**src/rtl/pe_operand_feeder.sv**
```systemverilog
// Operand feeder for a registered CSA PE: takes a tile command, pulls operand beats
// from a ready/valid source and presents them to the PE one cycle later, then drains.
module pe_operand_feeder #(
  parameter int K_W          = 8,
  parameter int T_W          = 8,
  parameter int DRAIN_CYCLES = 4
) (
  input  logic           CLK,
  input  logic           RST,
  input  logic           cmd_valid,
  output logic           cmd_ready,
  input  logic [K_W-1:0] cmd_k_len,
  input  logic [T_W-1:0] cmd_num_tiles,
  input  logic [4:0]     cmd_shift,
  input  logic           in_valid,
  output logic           in_ready,
  input  logic [7:0]     in_a,
  input  logic [18:0]    in_b,
  input  logic [18:0]    in_d,
  output logic [7:0]     pe_a,
  output logic [18:0]    pe_b,
  output logic [18:0]    pe_d,
  output logic           pe_valid,
  output logic [4:0]     pe_control_shift,
  output logic           pe_control_propagate,
  output logic           busy,
  output logic           done
);

  localparam logic [1:0] S_IDLE  = 2'd0;
  localparam logic [1:0] S_RUN   = 2'd1;
  localparam logic [1:0] S_DRAIN = 2'd2;

  localparam int DC_W = (DRAIN_CYCLES > 1) ? $clog2(DRAIN_CYCLES) : 1;
  localparam logic [DC_W-1:0] DRAIN_LAST = DC_W'(DRAIN_CYCLES - 1);

  logic [1:0]      state;
  logic [K_W-1:0]  k_len_q;
  logic [K_W-1:0]  beat_cnt;
  logic [T_W-1:0]  tiles_q;
  logic [T_W-1:0]  tile_cnt;
  logic [DC_W-1:0] drain_cnt;
  logic [4:0]      shift_q;
  logic            prop_flag;
  logic            done_q;

  logic cmd_fire;
  logic beat_fire;
  logic last_beat;
  logic last_tile;
  logic zero_cmd;

  logic               vld_p1;
  logic signed [7:0]  a_p1;
  logic signed [18:0] b_p1;
  logic signed [18:0] d_p1;
  logic [4:0]         shift_p1;
  logic               prop_p1;

  assign cmd_ready = (state == S_IDLE);
  assign in_ready  = (state == S_RUN);
  assign busy      = (state != S_IDLE);
  assign done      = done_q;

  assign cmd_fire  = cmd_valid & cmd_ready;
  assign beat_fire = in_valid & in_ready;
  // k_len_q and tiles_q are nonzero whenever RUN is active, so the minus-one never wraps.
  assign last_beat = (beat_cnt == (k_len_q - K_W'(1)));
  assign last_tile = (tile_cnt == (tiles_q - T_W'(1)));
  assign zero_cmd  = (cmd_k_len == '0) || (cmd_num_tiles == '0);

  // Control: command latch, beat/tile/drain counters, propagate flag
  always_ff @(posedge CLK) begin
    if (RST) begin
      state     <= S_IDLE;
      k_len_q   <= '0;
      tiles_q   <= '0;
      shift_q   <= '0;
      beat_cnt  <= '0;
      tile_cnt  <= '0;
      drain_cnt <= '0;
      prop_flag <= 1'b0;
      done_q    <= 1'b0;
    end else begin
      done_q <= 1'b0;
      case (state)
        S_IDLE: begin
          if (cmd_fire) begin
            k_len_q <= cmd_k_len;
            tiles_q <= cmd_num_tiles;
            shift_q <= cmd_shift;
            if (zero_cmd) begin
              done_q <= 1'b1;
            end else begin
              state    <= S_RUN;
              beat_cnt <= '0;
              tile_cnt <= '0;
            end
          end
        end
        S_RUN: begin
          if (beat_fire) begin
            if (last_beat) begin
              beat_cnt  <= '0;
              prop_flag <= ~prop_flag;
              if (last_tile) begin
                state     <= S_DRAIN;
                drain_cnt <= '0;
              end else begin
                tile_cnt <= tile_cnt + T_W'(1);
              end
            end else begin
              beat_cnt <= beat_cnt + K_W'(1);
            end
          end
        end
        S_DRAIN: begin
          if (drain_cnt == DRAIN_LAST) begin
            state  <= S_IDLE;
            done_q <= 1'b1;
          end else begin
            drain_cnt <= drain_cnt + DC_W'(1);
          end
        end
        default: state <= S_IDLE;
      endcase
    end
  end

  // Stage p1: PE-side register, one cycle after the operand handshake
  always_ff @(posedge CLK) begin
    if (RST) begin
      vld_p1   <= 1'b0;
      a_p1     <= '0;
      b_p1     <= '0;
      d_p1     <= '0;
      shift_p1 <= '0;
      prop_p1  <= 1'b0;
    end else if (beat_fire) begin
      vld_p1   <= 1'b1;
      a_p1     <= in_a;
      b_p1     <= in_b;
      d_p1     <= (beat_cnt == '0) ? in_d : '0;
      shift_p1 <= shift_q;
      prop_p1  <= prop_flag;
    end else begin
      vld_p1 <= 1'b0;
      a_p1   <= '0;
      b_p1   <= '0;
      d_p1   <= '0;
      // Outside RUN, propagate tracks the toggled flag so the PE swaps out the last tile.
      if (state != S_RUN) begin
        prop_p1 <= prop_flag;
      end
    end
  end

  assign pe_valid             = vld_p1;
  assign pe_a                 = a_p1;
  assign pe_b                 = b_p1;
  assign pe_d                 = d_p1;
  assign pe_control_shift     = shift_p1;
  assign pe_control_propagate = prop_p1;

endmodule
```
**config.mk**
```make
export PLATFORM = sky130hd
export DESIGN_NAME = pe_operand_feeder
export DESIGN_NICKNAME = d
export VERILOG_FILES = /design/src/rtl/pe_operand_feeder.sv
export SDC_FILE = /design/constraint.sdc
export NUM_CORES = 1
export LEC_CHECK = 0
export ABC_CLOCK_PERIOD_IN_PS = 5860
export BUFFER_PORTS_ARGS = -buffer_cell sky130_fd_sc_hd__buf_2
export CAP_MARGIN = 20
export CORE_ASPECT_RATIO = 1.75
export CORE_MARGIN = 2
export CORE_UTILIZATION = 54
export DETAILED_ROUTE_END_ITERATION = 12
export PLACE_DENSITY = 0.85
export SYNTH_ARGS = -nofsm -noshare
export SYNTH_HDL_FRONTEND = slang
export SYNTH_SLANG_ARGS = --single-unit
```
**constraint.sdc**
```tcl
create_clock -name CLK -period 5.86 [get_ports CLK]
set_clock_uncertainty 0.2 [all_clocks]
set_input_delay 1.758 -clock CLK [delete_from_list [all_inputs] [get_ports CLK]]
set_output_delay 1.758 -clock CLK [all_outputs]
set_load 0.1 [all_outputs]
```
Word level (Yosys, flattened, before mapping) --
Index checks and enable logic that the tools add are counted.
Operators by class: add/sub/neg operators 5, mux-type cells 28, equal/unequal tests 14, reductions and logical operators 17, bitwise gates (word level) 5
Operator list (number):
- two-way mux 8 bit | 7
- one-hot mux 8 bit (2 select lines) | 2
- logical NOT 8 bit | 3
- two-way mux 2 bit | 10
- adder 8 x 1 -> 8 bit (second input constant) | 2
- equality test 8 bit | 2
- subtractor 8 x 1 -> 8 bit (second input constant) | 2
- AND reduction 6 bit | 2
- != test 2 x 1 -> 1 bit (second input constant) | 5
- != test 2 bit (second input constant) | 4
- nonzero test 2 bit | 4
- two-way mux 1 bit | 6
- one-hot mux 2 bit (3 select lines) | 1
- AND reduction 5 bit | 1
- equality test 2 bit (second input constant) | 2
- one-hot mux 2 bit (2 select lines) | 1
- AND reduction 4 bit | 1
- inverter 1 bit | 3
- AND reduction 3 bit | 1
- OR reduction 3 bit | 1
- adder 2 x 1 -> 2 bit (second input constant) | 1
- AND 1 bit | 2
- equality test 2 x 1 -> 1 bit (second input constant) | 1
- logical NOT 2 bit | 1
- other kinds (4) | 4
Storage, ports and cells: output and inout bits 57, flip-flop bits (word level) 96, bits of input ports 71

Logic depth before layout (Yosys ltp) --
word-level depth 6, mapped depth 9, depth with buffers taken out 8

Worst setup path before layout --
OpenSTA, ideal clock, no wires.
path type reg-to-output, start reg state[0], end out busy, arrival time 2.721 ns, setup slack 1.181 ns, path buffers 1, cell stages (with the launch flop) 4, path through dfxtp_1 > clkbuf_1 > nor2_1 > inv_1
Between the ends: word-level cells in the longest chain between the ends 1
Ends and longest elaborated chain:
- start: declaration | line 37 | logic [1:0] state;
- start signal: assignment | line 75 | state <= S_IDLE;
- start signal: assignment | line 95 | state <= S_RUN;
- start signal: assignment | line 107 | state <= S_DRAIN;
- nonzero test 2 bit | line 62 | assign busy = (state != S_IDLE);
- end: declaration | line 26 | output logic busy,
Every way passes these cells.

Worst setup path in the final report --
start reg state[0], end out in_ready
Between the ends: word-level cells in the longest chain between the ends 1
Ends and longest elaborated chain:
- equality test 2 x 1 -> 1 bit | line 61 | assign in_ready = (state == S_RUN);
- end: declaration | line 16 | output logic in_ready,
Every way passes these cells.

==> run summary <==
===================================================================================
Worst relative slew slack                                                     0.454
Main flop type after synthesis                                         sky130_fd_sc_hd__dfxtp_1
Die footprint                                                              7890 µm²
Commonest non-fill, non-tap cell in the layout                         sky130_fd_sc_hd__buf_2
Least-Margin Pin Slew                                                      0.820 ns
Vias per inst                                                                  5.37
TritonCTS clock tree                                                          built
Post-synth ARST share                                                             0
Setup Crit Path Kind                                                   register to output pin
Placement Rows                                                                   40
Category of the worst setup path launch point                              register
Buffer type at the clock tree root                                     sky130_fd_sc_hd__clkbuf_16
Number of placed instances, taps included                                       613
Wire length reported by the detailed router                                 8910 µm
Total I/O pin count                                                             128
Register clock-pin slew on the reported worst setup and hold paths          0.07 ns
Chip height                                                                  116 µm
Routability congestion estimate                                               0.800
Achievable Freq                                                             260 MHz
Number of different library cells in the post-synthesis netlist                  50
Vias in the first global route                                                 3371
Final hold violation count                                                        0
Path category of the worst min-delay check                             register to register
Warnings, synthesis                                                               0
Leak pwr                                                                    2.13 nW
Maximum vdd drop                                                           0.218 mV
All-layer global routing usage                                                0.241
Setup crit end kind                                                      output pin
ANT nets after route                                                              0
Cell area after technology mapping                                         3870 µm²
Post-CTS Setup Bufs                                                               0
Worst endpoint required time                                                3.90 ns
Register-to-register path setup slack                                       2.87 ns
First-pass GRT wire length                                                 14300 µm
Final net count                                                                 617
Setup tns final                                                                0 ns
Clock latency of the later-clocked register in the worst-skew pair          0.35 ns
Portion of the post-synthesis area used by sequential elements                0.496
Initial core utilization                                                      0.561
EDFF count, synth                                                                 0
Initial antenna violation count                                                   0
Number of instances resized during post-cts repair                                0
Time the worst path needs with I/O delays and setup                         3.85 ns
DRT iter0 DRCs                                                                  276
Overall power after layout                                                  1.44 mW
Synthesized flop and latch total                                                 96
Total setup violations reported at the end of the flow                            0
Horiz. Die Dim                                                              68.0 µm
Status                                                                 finished clean
Fraction of final layout cells sized beyond drive strength 1                  0.284
Commonest cells after routing, fill and taps aside                     sky130_fd_sc_hd__buf_2, sky130_fd_sc_hd__dfxtp_1, sky130_fd_sc_hd__nand2_1, sky130_fd_sc_hd__and2_1, sky130_fd_sc_hd__a21oi_1
Ratio of total power to cell area                                        300 nW/µm²
DRC violations left                                                               0
Number of pins exceeding their max-slew limit in the final report                 0
Post-layout worst setup margin                                              2.01 ns
Setup slack after placement                                                 2.08 ns
Largest net degree at the start of global routing                                36
Number of max-cap violations                                                      0
Maximum number of buffers from clock root to sink                                 2
H-Tree Depth                                                                      3
Count of placed standard cells in the final layout, fillers left out            629
Total via count after detailed routing                                         3375
Length of the first detailed-routing pass in iterations                           4
Unrepaired setup endpoints after global routing                                  no
Share of the clock period used by the worst path after layout                 0.657
Signed area change from the synthesized netlist to the final layout           24.1%
Post-DP HPWL                                                                6890 µm
Wirelength per Cell                                                         14.2 µm
Post-Synthesis Cells                                                            424
Mapped Nets                                                                     501
Antenna diode instance count                                                      0
Worst endpoint data arrival time                                            1.89 ns
Floorplan Core Area                                                        6910 µm²
Highest fanout seen on the critical path                                          9
Clock sinks                                                                      96
PortBufs                                                                        127
Average cell area after synthesis                                          9.13 µm²
Grt ovf                                                                           0
Count of hold-fix buffers inserted at cts                                         0
TritonCTS buffer count                                                            9
===================================================================================
-- worst paths after layout --
check / from / endpoint / cells after the start
worst min register to register: shift_q[0] / shift_q[0] / 2
worst max register to register: state[0] / tile_cnt[7] / 5
worst min-delay path: shift_q[0] / shift_q[0] / 2
worst max-delay path: state[0] / in_ready / 2
-- sequential cells by signal, summed over array words and instances (netlist names), 5 cells and up --
signal,flops
tiles_q,8
pe_b,19
pe_d,19
tile_cnt,8
beat_cnt,8
k_len_q,8
shift_q,5
pe_a,8
pe_control_shift,5
-- critical path, stage by stage, from the launching register on --
cell,delay (ns)
sky130_fd_sc_hd__dfxtp_1,0.48
sky130_fd_sc_hd__nor2b_1,0.53
sky130_fd_sc_hd__buf_2,0.53
-- metrics by stage --
stage | area, µm² | hold WS, ns | utilization
after floorplan | 3870 | 0.237 | -
after global placement | 4520 | 0.245 | 0.654
after detailed placement | 4520 | 0.250 | 0.654
after CTS | 4810 | 0.260 | 0.696
after global routing | 4810 | 0.290 | 0.696
final | 4810 | 0.260 | 0.696
-- Yosys cell counts (2+ instances only) --
| library cell | instances | area [µm²] |
|---|---|---|
| sky130_fd_sc_hd__a21oi_1 | 39 | 195 |
| sky130_fd_sc_hd__a31oi_1 | 6 | 37.5 |
| sky130_fd_sc_hd__a32o_1 | 2 | 20.0 |
| sky130_fd_sc_hd__and2_1 | 48 | 300 |
| sky130_fd_sc_hd__and3_1 | 4 | 25.0 |
| sky130_fd_sc_hd__and4_1 | 3 | 26.3 |
| sky130_fd_sc_hd__buf_2 | 2 | 10.0 |
| sky130_fd_sc_hd__clkbuf_1 | 19 | 71.3 |
| sky130_fd_sc_hd__dfxtp_1 | 96 | 1920 |
| sky130_fd_sc_hd__ha_1 | 6 | 75.1 |
| sky130_fd_sc_hd__inv_1 | 11 | 41.3 |
| sky130_fd_sc_hd__mux2i_1 | 3 | 30.0 |
| sky130_fd_sc_hd__nand2_1 | 59 | 221 |
| sky130_fd_sc_hd__nand2b_1 | 2 | 12.5 |
| sky130_fd_sc_hd__nand3_1 | 8 | 40.0 |
| sky130_fd_sc_hd__nand4_1 | 9 | 56.3 |
| sky130_fd_sc_hd__nor2_1 | 19 | 71.3 |
| sky130_fd_sc_hd__nor2b_1 | 5 | 31.3 |
| sky130_fd_sc_hd__nor3_1 | 7 | 35.0 |
| sky130_fd_sc_hd__nor4_1 | 6 | 37.5 |
| sky130_fd_sc_hd__o21ai_0 | 5 | 25.0 |
| sky130_fd_sc_hd__o31ai_1 | 4 | 30.0 |
| sky130_fd_sc_hd__or3_1 | 3 | 18.8 |
| sky130_fd_sc_hd__or3_4 | 3 | 33.8 |
| sky130_fd_sc_hd__or4_1 | 5 | 37.5 |
| sky130_fd_sc_hd__xnor2_1 | 14 | 123 |
| sky130_fd_sc_hd__xor2_1 | 13 | 114 |
-- cell type report --
class / instances / area, µm²
multi-input cells: 294 / 1810
repair buffers: 128 / 643
well taps: 84 / 105
clock inverters: 7 / 61.3
inverters: 11 / 41.3
flip-flops and latches: 96 / 1920
clock buffers: 9 / 225
fillers: 514 / 2100
-- logic make-up (layout without fill, tap and decap cells) --
kind of cell               count (synthesis)  count (layout)  share of synthesized area
xor gates and xnor gates                  27              27                     0.0611
DFF                                       96              96                      0.496
muxes                                      3               3                    0.00776
and+or+nand+nor                          190             190                      0.265
buffers and inverters                     34             155                     0.0365
adders and majority gates                  6               6                     0.0194
AOI/OAI and AO/OA                         68              68                      0.113
-- report_power, final --
| part | total, mW | switching [mW] | internal (mW) |
|---|---|---|---|
| Combinational | 0.196 | 0.137 | 0.0587 |
| Sequential | 0.685 | 0.0147 | 0.670 |
| Clock | 0.563 | 0.266 | 0.297 |
| Total | 1.44 | 0.418 | 1.03 |
-- metal layers --
layer  vias up  global-route usage  wire (µm)
li1       1674                   -          -
met1      1524               0.222       3110
met2       153               0.441       4780
met3        24              0.0816        720
met4         0               0.132        289
met5         -                   0          0
(Power assumes the default switching activity.)
